### src/rtl/ctrl_pkg.sv
// ctrl_pkg: shared encodings for the multicycle RV32I-subset controller
package ctrl_pkg;
  localparam logic [3:0] ALU_ADD = 4'b0000;
  localparam logic [3:0] ALU_SUB = 4'b0001;
  localparam logic [3:0] ALU_AND = 4'b0010;
  localparam logic [3:0] ALU_OR  = 4'b0011;
  localparam logic [3:0] ALU_XOR = 4'b0100;
  localparam logic [3:0] ALU_SLL = 4'b0101;
  localparam logic [3:0] ALU_SRL = 4'b0110;
  localparam logic [3:0] ALU_SLT = 4'b0111;
  localparam logic [6:0] OP_LOAD   = 7'b0000011;
  localparam logic [6:0] OP_STORE  = 7'b0100011;
  localparam logic [6:0] OP_R      = 7'b0110011;
  localparam logic [6:0] OP_I      = 7'b0010011;
  localparam logic [6:0] OP_BRANCH = 7'b1100011;
  localparam logic [6:0] OP_JAL    = 7'b1101111;
  localparam logic [1:0] SRC_A_PC    = 2'b00;
  localparam logic [1:0] SRC_A_OLDPC = 2'b01;
  localparam logic [1:0] SRC_A_RS1   = 2'b10;
  localparam logic [1:0] SRC_B_RS2  = 2'b00;
  localparam logic [1:0] SRC_B_IMM  = 2'b01;
  localparam logic [1:0] SRC_B_FOUR = 2'b10;
  localparam logic [1:0] RES_ALUOUT = 2'b00;
  localparam logic [1:0] RES_MEM    = 2'b01;
  localparam logic [1:0] RES_ALU    = 2'b10;
  typedef enum logic [3:0] {
    S_FETCH, S_DECODE, S_MEM_ADDR, S_MEM_READ, S_MEM_WB, S_MEM_WRITE,
    S_EXEC_R, S_EXEC_I, S_ALU_WB, S_BRANCH, S_JAL, S_TRAP
  } state_t;
  typedef enum logic [1:0] {K_R, K_I, K_B} kind_t;
endpackage

### src/rtl/alu_op_decoder.sv
// alu_op_decoder: maps instruction kind and funct fields to an ALU op and a legality flag
module alu_op_decoder
  import ctrl_pkg::*;
(
  input  kind_t      kind,
  input  logic [2:0] funct3,
  input  logic       funct7b5,
  output logic [3:0] alu_ctr,
  output logic       legal
);
  // branches compare via SUB/SLT; R/I share the funct3 map, SUB only for R (bit 30 is immediate in I)
  always_comb begin
    alu_ctr = ALU_ADD;
    legal = 1'b1;
    if (kind == K_B) begin
      alu_ctr = funct3 == 3'b100 ? ALU_SLT : ALU_SUB;
      legal = funct3 == 3'b000 || funct3 == 3'b001 || funct3 == 3'b100;
    end else begin
      case (funct3)
        3'b000: alu_ctr = kind == K_R && funct7b5 ? ALU_SUB : ALU_ADD;
        3'b001: alu_ctr = ALU_SLL;
        3'b010: alu_ctr = ALU_SLT;
        3'b011: legal = 1'b0;
        3'b100: alu_ctr = ALU_XOR;
        3'b101: begin
          alu_ctr = ALU_SRL;
          legal = !funct7b5;
        end
        3'b110: alu_ctr = ALU_OR;
        default: alu_ctr = ALU_AND;
      endcase
    end
  end
endmodule

### src/rtl/multicycle_ctrl.sv
// multicycle_ctrl: multicycle RV32I-subset control FSM driving datapath selects and memory handshake
module multicycle_ctrl
  import ctrl_pkg::*;
(
  input  logic       clk,
  input  logic       resetn,
  input  logic [6:0] opcode,
  input  logic [2:0] funct3,
  input  logic       funct7b5,
  input  logic       zero,
  input  logic       mem_ready,
  output logic       mem_req,
  output logic       mem_write,
  output logic       adr_src,
  output logic       ir_write,
  output logic       pc_write,
  output logic       reg_write,
  output logic [1:0] alu_src_a,
  output logic [1:0] alu_src_b,
  output logic [1:0] result_src,
  output logic [3:0] alu_ctr,
  output logic       trap
);
  state_t state, state_nx;
  kind_t kind;
  logic [3:0] dec_ctr;
  logic dec_legal;
  assign kind = opcode == OP_I ? K_I : opcode == OP_BRANCH ? K_B : K_R;
  alu_op_decoder u_dec (
    .kind(kind),
    .funct3(funct3),
    .funct7b5(funct7b5),
    .alu_ctr(dec_ctr),
    .legal(dec_legal)
  );
  // state register; reset aborts any in-flight access
  always_ff @(posedge clk or negedge resetn)
    if (!resetn) state <= S_FETCH;
    else state <= state_nx;
  // next-state: memory states wait on mem_ready, illegal encodings caught in DECODE
  always_comb begin
    state_nx = state;
    case (state)
      S_FETCH: state_nx = mem_ready ? S_DECODE : S_FETCH;
      S_DECODE:
        case (opcode)
          OP_LOAD, OP_STORE: state_nx = S_MEM_ADDR;
          OP_R: state_nx = dec_legal ? S_EXEC_R : S_TRAP;
          OP_I: state_nx = dec_legal ? S_EXEC_I : S_TRAP;
          OP_BRANCH: state_nx = dec_legal ? S_BRANCH : S_TRAP;
          OP_JAL: state_nx = S_JAL;
          default: state_nx = S_TRAP;
        endcase
      S_MEM_ADDR: state_nx = opcode == OP_STORE ? S_MEM_WRITE : S_MEM_READ;
      S_MEM_READ: state_nx = mem_ready ? S_MEM_WB : S_MEM_READ;
      S_MEM_WRITE: state_nx = mem_ready ? S_FETCH : S_MEM_WRITE;
      S_EXEC_R, S_EXEC_I, S_JAL: state_nx = S_ALU_WB;
      S_MEM_WB, S_ALU_WB, S_BRANCH: state_nx = S_FETCH;
      S_TRAP: state_nx = S_TRAP;
      default: state_nx = S_FETCH;
    endcase
  end
  // output decode from state; forced to zero while reset is held so a pending request drops at once
  always_comb begin
    mem_req = 1'b0;
    mem_write = 1'b0;
    adr_src = 1'b0;
    ir_write = 1'b0;
    pc_write = 1'b0;
    reg_write = 1'b0;
    alu_src_a = SRC_A_PC;
    alu_src_b = SRC_B_RS2;
    result_src = RES_ALUOUT;
    alu_ctr = ALU_ADD;
    trap = 1'b0;
    if (resetn)
      case (state)
        S_FETCH: begin
          mem_req = 1'b1;
          ir_write = mem_ready;
          pc_write = mem_ready;
          alu_src_b = mem_ready ? SRC_B_FOUR : SRC_B_RS2;
          result_src = mem_ready ? RES_ALU : RES_ALUOUT;
        end
        S_DECODE: begin
          alu_src_a = SRC_A_OLDPC;
          alu_src_b = SRC_B_IMM;
        end
        S_MEM_ADDR: begin
          alu_src_a = SRC_A_RS1;
          alu_src_b = SRC_B_IMM;
        end
        S_MEM_READ: begin
          mem_req = 1'b1;
          adr_src = 1'b1;
        end
        S_MEM_WB: begin
          result_src = RES_MEM;
          reg_write = 1'b1;
        end
        S_MEM_WRITE: begin
          mem_req = 1'b1;
          mem_write = 1'b1;
          adr_src = 1'b1;
        end
        S_EXEC_R: begin
          alu_src_a = SRC_A_RS1;
          alu_ctr = dec_ctr;
        end
        S_EXEC_I: begin
          alu_src_a = SRC_A_RS1;
          alu_src_b = SRC_B_IMM;
          alu_ctr = dec_ctr;
        end
        S_ALU_WB: reg_write = 1'b1;
        S_BRANCH: begin
          alu_src_a = SRC_A_RS1;
          alu_ctr = dec_ctr;
          pc_write = funct3 == 3'b000 ? zero : !zero;
        end
        S_JAL: begin
          alu_src_a = SRC_A_OLDPC;
          alu_src_b = SRC_B_FOUR;
          pc_write = 1'b1;
        end
        S_TRAP: trap = 1'b1;
        default: trap = 1'b0;
      endcase
  end
endmodule

### config.mk
export PLATFORM = sky130hd
export DESIGN_NAME = multicycle_ctrl
export DESIGN_NICKNAME = d
export VERILOG_FILES = /design/src/rtl/ctrl_pkg.sv /design/src/rtl/alu_op_decoder.sv /design/src/rtl/multicycle_ctrl.sv
export SDC_FILE = /design/constraint.sdc
export NUM_CORES = 1
export LEC_CHECK = 0
export ABC_AREA = 1
export BUFFER_PORTS_ARGS = -buffer_cell sky130_fd_sc_hd__buf_2
export CAP_MARGIN = 5
export CORE_MARGIN = 5
export CORE_UTILIZATION = 52
export CTS_BUF_LIST = sky130_fd_sc_hd__clkbuf_4
export DETAILED_ROUTE_END_ITERATION = 8
export GPL_TIMING_DRIVEN = 0
export PLACE_DENSITY = 0.88
export SYNTH_ARGS = -nofsm -noshare
export SYNTH_HDL_FRONTEND = slang
export SYNTH_HIERARCHICAL = 1
export SYNTH_SLANG_ARGS = --single-unit
### constraint.sdc
create_clock -name clk -period 2.3 [get_ports clk]
set_input_delay 0.23 -clock clk [delete_from_list [all_inputs] [get_ports clk]]
set_output_delay 0.23 -clock clk [all_outputs]
set_load 0.01 [all_outputs]
==> results.txt, run 1 <==
Clock-pin slew was measured on the worst setup and hold paths at approximately 0.040 ns. Once placement completed, the tool counted placed cells totaling approximately 190. The placer's final routability congestion estimate came out at just over 0.9. In this run the remaining antenna-violating nets after routing total 0. The area of all placed cells without fillers is 905 µm². In this run the post-CTS setup repair buffer count came out at 0. The number of DRC markers after the initial detailed-route iteration came out at 29. The cell count of the worst reg-to-reg path is 5. The overall global routing resource usage came out at 0.185. In the final routed layout, each cell accounts on average for approximately 9.6 µm. The final worst clock skew came out at 0.00402 ns. The floorplan has 13 rows.

In this run the number of H-tree levels came out at 1. Wires add up to roughly 1.8 mm. The cell count of the worst hold path came out at 3. The number of iterations in the first detailed-routing pass came out at 4.

The tree is rooted in a clkbuf_4. Among all stages on the critical path, the largest delay is contributed by dlygate4sd3_1. The cell-internal power came out at around 0.33 mW. The detail-routed via count per cell is 5.14. The number of hold violations in the final report is 0. The synthesized netlist net count came out at around 160. The number of input and output port buffers inserted is 30.

The worst IR drop on VDD came out at 332 µV. The number of synthesized register bits came out at 4. The total congestion overflow is 0. The Yosys warning count is 6. The analysis attributes to cell leakage a power of around 0.56 nW. Dividing total power by cell area gives a power density of 763 nW/µm².

The largest register by flop count is state. The final critical-path required period is 1.82 ns. The detailed placement HPWL came out at about 1.6 mm.

The type of origin of the critical path is a primary input. The maximum clock rate came out at around 0.55 GHz. The insertion delay of the later-clocked pin in the worst-skew pair is about 0.23 ns. After synthesis, the share of flip-flops with an asynchronous set or reset is 1.00. The number of clock sinks came out at 4.

The TritonCTS clock tree is built. The global-route wire length before repair came out at between 3 and 4 mm. The layout overhead on the synthesized area came out at 28.6%. Counting the buffers created by CTS gives 3. Traced cell by cell, the critical path runs through dlygate4sd3_1 -> buf_2 -> clkinv_1 -> o21ai_0 -> buf_2. The placed standard-cell area came out at ~870 µm². The reported max-cap violation count came out at 0. The flip-flop count of the largest register, all copies and words added is 4. At the worst endpoint, the arrival time is around 1.6 ns. For this run, the register share of the synthesized area comes to 0.142. The die boundary height is between 40 and 50 µm.

The critical path is of the in2out type. The total negative slack for setup checks came out at 0 ns. The final setup violation count is 0. The worst min-delay path class is in2reg. For this run, the leading register cell type out of synthesis is dfrtp_1.

The repair_antennas step left the layout with diodes totalling 0. The commonest cells after synthesis are nand2_1, inv_1, nor2_1, nand3_1, nand4_1. The most common cell in the synthesized netlist is nand2_1. The number of gates resized after CTS is 0. The post-route clock period utilization came out at 0.793. Dividing the synthesized area by the synthesized cell count gives ~5.0 µm². The number of top-level pins came out at 32. The clock share of power came out at 0.124. The netlist uses 23 different library cells. The maximum number of pins on one net before global-route repair came out at 11. Yosys mapped a number of flops with a built-in enable equal to 0.

The count of non-filler cells in the finished layout is approximately 190. The largest registers in the layout are state x4. The die covers roughly 2200 µm². The core occupancy in the finished layout is 0.704. The floorplan step defined a core boundary enclosing roughly 1300 µm². Hold is met by between 0.3 and 0.4 ns.

The largest fanout on the critical path is 10. The critical path required time came out at 2.07 ns. The post-synthesis instance area is 703 µm². Summed over all nets, the switching power comes to ~0.37 mW. The share of final-layout standard cells stronger than drive strength 1 came out at 0.259. By area the synthesized netlist is led by nand2_1, inv_1, nor2_1, dfrtp_1, nand3_1. After detailed routing, the number of remaining DRC violations is 0. Counting stages on the worst path, the most repeated cell is buf_2.

The area share of the largest cell type after synthesis is 0.198. The delay contributed by the slowest stage of the critical path came out at approximately 0.52 ns. The maximum number of buffers from clock root to sink is 2. In the final design database the tool counted between 150 and 200 nets. The portion of total power attributed to combinational logic is 0.675. Synthesis produced 140 cells. Summing over every cut layer, the via total after detailed routing is around 1000. The via count of the first global-routing pass is between 800 and 900. STA classifies the critical path endpoint as a primary output. The switching share of power is 0.529. The initial antenna violation count came out at 0. Setup repair after global routing left no endpoint under its margin. The number of max-slew violations in the final report is 0. The width of the die came out at between 40 and 50 µm.

The flow ran to the end, and the final reports show no timing, DRC or antenna violations. The library cell with the largest summed area after synthesis is nand2_1. The sequential group share of total power came out at 0.201. The effective utilization at floorplan came out at 0.547.
-- power by group through the flow --
stage / Sequential, mW / Clock [mW] / Combinational, mW
final: 0.139 / 0.0853 / 0.466
after global routing: 0.145 / 0.0913 / 0.534
after CTS: 0.138 / 0.0873 / 0.467
after detailed placement: 0.139 / 0 / 0.464
after global placement: 0.136 / 0 / 0.461
after floorplan: 0.130 / 0 / 0.335
-- per-layer routing --
| layer | vias up | GRT usage | share of wire |
|---|---|---|---|
| met5 | - | 0 | 0 |
| met4 | 0 | 0.105 | 0.020 |
| met3 | 4 | 0.0153 | 0.10 |
| met2 | 44 | 0.333 | 0.51 |
| met1 | 421 | 0.211 | 0.37 |
| li1 | 503 | - | - |
-- repair_timing --
action / CTS / global route
hold buffers: 1 / 0
endpoints found under the hold margin: 4 / 0
setup endpoints to repair: 0 / 0
-- cell families (layout without fill, tap and decap cells) --
kind of cell,after synthesis,count (layout),synth area share
compound gates,16,16,0.142
flops,4,4,0.142
buf+inv,32,66,0.176
simple gates,87,87,0.534
other cells,1,1,0.00533
-- cell usage in the layout, fill, tap and decap left out, drive strengths merged, types with 3 or more instances in the layout --
master / synthesis / final
nand3: 11 / 11
o21ai: 8 / 8
nand2: 38 / 38
inv: 30 / 30
clkbuf: 0 / 3
nor2: 31 / 31
nand4: 6 / 6
buf: 1 / 31
dfrtp: 4 / 4
a21oi: 4 / 4
-- critical path, delay by kind of cell --
kind	cells	cell delay [ns]
buf+inv	4	1.14
compound gates	1	0.22
-- per-stage QoR --
step | power [mW] | setup WS, ns
after floorplan | 0.465 | 0.926
after global placement | 0.596 | 0.664
after detailed placement | 0.603 | 0.612
after CTS | 0.693 | 0.469
after global routing | 0.770 | 0.356
final | 0.691 | 0.476
-- cell type report --
class | instances | area, µm²
multi-input combinational | 104 | 479
fill | 123 | 380
timing repair buffer | 31 | 160
inverter | 31 | 116
sequential | 4 | 100
clock buffer | 3 | 22.5
tap | 15 | 18.8
buffer | 1 | 7.51
-- final timing paths --
kind	end	start	slack [ns]
worst min register to register	state[3]	state[1]	0.62
min in group asynchronous	state[3]	resetn	0.36
worst min-delay path	state[2]	opcode[4]	0.33
worst max register to register	state[3]	state[3]	1.11
max in group asynchronous	state[0]	resetn	1.77
worst max-delay path	alu_src_a[1]	resetn	0.48
(Power assumes the default switching activity.)
==> run 2, diff against run 1 <==
--- a/config.mk
+++ b/config.mk
@@ -9,11 +9,11 @@
 export BUFFER_PORTS_ARGS = -buffer_cell sky130_fd_sc_hd__buf_2
 export CAP_MARGIN = 5
 export CORE_MARGIN = 5
-export CORE_UTILIZATION = 52
+export CORE_UTILIZATION = 43
 export CTS_BUF_LIST = sky130_fd_sc_hd__clkbuf_4
 export DETAILED_ROUTE_END_ITERATION = 8
 export GPL_TIMING_DRIVEN = 0
-export PLACE_DENSITY = 0.88
+export PLACE_DENSITY = 0.78
 export SYNTH_ARGS = -nofsm -noshare
 export SYNTH_HDL_FRONTEND = slang
 export SYNTH_HIERARCHICAL = 1
==> constraint.sdc (replaced) <==
create_clock -name clk -period 1.6 [get_ports clk]
set_input_delay 0.16 -clock clk [delete_from_list [all_inputs] [get_ports clk]]
set_output_delay 0.16 -clock clk [all_outputs]
set_load 0.01 [all_outputs]
==> run 2 against run 1 <==
Design area up 12%. Register-to-register slack worse by 0.81 ns. Final cell count up 4.8%. Critical path depth up 3. First-iteration DRC count down 6.9%. Sequential share of layout area down 0.94 points. Utilization down 3.9 points. Routed wire length up 12%. Global-route usage down 2.8 points. Sequential power up 60%. Largest power group unchanged.
==> results.txt, run 2 (synthesized netlist as in run 1, its figures left out) <==
The final-layout fill cell count came to 134 (was 123). The root buffer cell was clkbuf_4 (unchanged). The effective utilization at floorplan is 0.461 (was 0.547). Series of cell instances along the critical path: nor2_2 -> nand2_2 -> nor2_4 -> inv_2 -> nand2_2 -> inv_2 -> a21oi_2 -> buf_2 (was dlygate4sd3_1 -> buf_2 -> clkinv_1 -> o21ai_0 -> buf_2).

The TritonCTS clock tree was built (unchanged). The cell row count came out at 14 (was 13). The cell class contributing the biggest share of worst-path delay was flip-flops (was buffers and inverters). The number of hold violations in the final report came out at 0 (unchanged). The minimum hold slack was 0.257 ns (was 0.333 ns).

The largest register by flop count is state (unchanged). The overall via count from detail_route came out at 967 (was 972). The via count of the first global-routing pass is 814 (was 815). The number of DRC violations after detailed routing came out at 0 (unchanged).

The global-route wire length before repair was 3.24 mm (was 3.01 mm). The number of input and output port buffers inserted came out at 30 (unchanged). The overall power after layout is 1.27 mW (was 0.691 mW).

The TritonCTS buffer count came out at 3 (unchanged). The placer's final routability congestion estimate came out at 0.900 (was 0.928). The maximum number of pins on one net before global-route repair is 11 (unchanged). The worst min-delay path class was in2reg (unchanged). The number of max-slew violations in the final report is 0 (unchanged).

The clock share of power came out at 0.100 (was 0.124). The final critical-path required period came out at 1.59 ns. The initial antenna violation count is 0 (unchanged). The worst IR drop on VDD came to 563 µV (was 332 µV). The detail-routed via count per cell came out at 4.88 (was 5.14). The post-route clock period utilization is 0.995. The final setup violation count came out at 0 (unchanged). The cell-internal power is 0.623 mW (was 0.326 mW). The type of the setup path with the least slack was reg2out (was in2out). The sequential group share of total power came out at 0.175 (was 0.201). The total inserted antenna cells is 0 (unchanged). The die boundary height is 50.4 µm (was 46.8 µm). The net count of the finished layout is 199 (was 191). The type of origin of the critical path is a flip-flop (was primary input). The detailed placement HPWL came to 1.59 mm (was 1.58 mm). The clock-pin slew of the registers on the worst-case setup and hold paths is 0.03 ns (was 0.04 ns). The post-route worst setup slack came out at 0.00804 ns (was 0.476 ns).

The slowest cell on the critical path was dfrtp_1 (was dlygate4sd3_1). The layout overhead on the synthesized area is 44.1% (was 28.6%). The maximum number of buffers from clock root to sink came out at 2 (unchanged). Unrepaired setup endpoints after global routing: true (was false). The count of buffer and inverter cells on the critical path came out at 3 (was 4). The reported max-cap violation count is 0 (unchanged). The number of top-level pins came out at 32 (unchanged). The power per cell area came to 1250 nW/µm² (was 763 nW/µm²). The final worst clock skew is 0.00872 ns (was 0.00402 ns). The placed standard-cell area is 873 µm² (was 872 µm²). The pre-CTS worst setup slack is 0.0390 ns (was 0.612 ns). The static leakage is 0.595 nW (was 0.560 nW). The CTS H-tree depth is 1 (unchanged). Commonest cells after routing, fill and taps aside: nand2_1, buf_2, inv_1, nor2_1, nand3_1 (unchanged). The element type at the critical path end is a primary output (unchanged). The maximum clock rate came out at approximately 0.63 GHz. The die footprint is 2540 µm² (was 2190 µm²). The number of clock sinks came out at 4 (unchanged). The arrival time reported for the critical path endpoint came out at 1.43 ns (was 1.59 ns). The critical path required time is 1.44 ns (was 2.07 ns).

The flip-flop count of the largest register, all copies and words added came out at 4 (unchanged). The total congestion overflow came out at 0 (unchanged). The power dissipated by switching net loads was 0.643 mW (was 0.365 mW). The final antenna-violating net count is 0 (unchanged). The area inside the core boundary is 1520 µm² (was 1280 µm²). The number of iterations in the first detailed-routing pass came out at 4 (unchanged).

The core occupancy in the finished layout came to 0.665 (was 0.704). The wire length reported by the detailed router is 2.05 mm (was 1.82 mm). Registers with the most flip-flops: state x4 (unchanged). The portion of total power attributed to combinational logic is 0.725 (was 0.675). The area of all placed cells without fillers is 1010 µm² (was 905 µm²). The largest fanout on the critical path came to 5 (was 10).

The share of final-layout standard cells stronger than drive strength 1 is 0.390 (was 0.259). The switching share of power came out at 0.508 (was 0.529). The number of DRC markers after the initial detailed-route iteration is 27 (was 29).

The width of the die came out at 50.4 µm (was 46.8 µm). The most common cell after layout, fill and taps aside is nand2_1 (unchanged). The final routed wire length divided by cell count came out at 10.3 µm (was 9.64 µm). The delay contributed by the slowest stage of the critical path came out at 0.45 ns (was 0.52 ns). Run status: finished clean (unchanged). The insertion delay of the later-clocked pin in the worst-skew pair was 0.24 ns (was 0.23 ns). The overall global routing resource usage is 0.157 (was 0.185).
-- run 2: changes by cell type in the layout (fill, tap and decap cells not counted), moves of 4 or more --
cell and change:
inv_2 +6, nor2_1 -6, nand2_2 +4, nor2_4 +4
inv_1 -6, buf_4 +8, nand2_1 -4
-- run 2: worst paths after layout --
kind	startpoint	endpoint	slack, ns	depth (start not counted)
min reg2reg	state[2]	state[3]	0.67	3
min in group asynchronous	resetn	state[1]	0.36	2
max in group asynchronous	resetn	state[2]	1.05	2
max	state[0]	pc_write	0.008	8
min	opcode[5]	state[2]	0.26	3
max reg2reg	state[1]	state[0]	0.30	8
-- run 2: area by class of cell --
class / instances / area [µm²] / area share
Multi-Input combinational cell: 104 / 524 / 0.517
Timing Repair Buffer: 39 / 220 / 0.217
Inverter: 31 / 116 / 0.115
Sequential cell: 4 / 103 / 0.101
Clock buffer: 3 / 22.5 / 0.0222
Tap cell: 16 / 20.0 / 0.0198
Buffer: 1 / 7.51 / 0.00741
-- run 2: metal layers --
| layer | routed length (µm) | track usage |
|---|---|---|
| met1 | 791 | 0.189 |
| met2 | 1090 | 0.267 |
| met3 | 141 | 0.0237 |
| met4 | 21 | 0.0766 |
| met5 | 0 | 0 |
-- run 2: metrics by stage --
| stage | setup TNS (ns) | std cells |
|---|---|---|
| global route | -0.515 | 198 |
| finish | 0 | 198 |
| detailed placement | 0 | 186 |
| CTS | -0.00823 | 195 |
| global placement | 0 | 186 |
| floorplan | 0 | 140 |
-- run 2: power by group through the flow --
stage               clock network [mW]  logic, mW  registers, mW
finish                           0.126      0.917          0.222
detailed placement                   0      0.667          0.198
floorplan                            0      0.482          0.187
global placement                     0      0.661          0.195
CTS                              0.130      0.789          0.195
global route                     0.146       1.01          0.229
-- run 2: what timing repair did --
| action | 4_1_cts | 5_1_grt |
|---|---|---|
| hold buffers | 1 | 0 |
| endpoints found under the hold margin | 4 | 0 |
| endpoints found under the setup margin | 6 | 13 |
| cloned | 0 | 0 |
| pin swaps | 5 | 8 |
| resized for setup | 6 | 17 |
| buffers inserted | 5 | 3 |
-- run 2: worst register-to-register path: cells and delay by family (launching register included) --
kind,cells,cell delay (ns)
simple gates,4,0.34
buf+inv,3,0.33
flops,1,0.41
compound gates,1,0.11
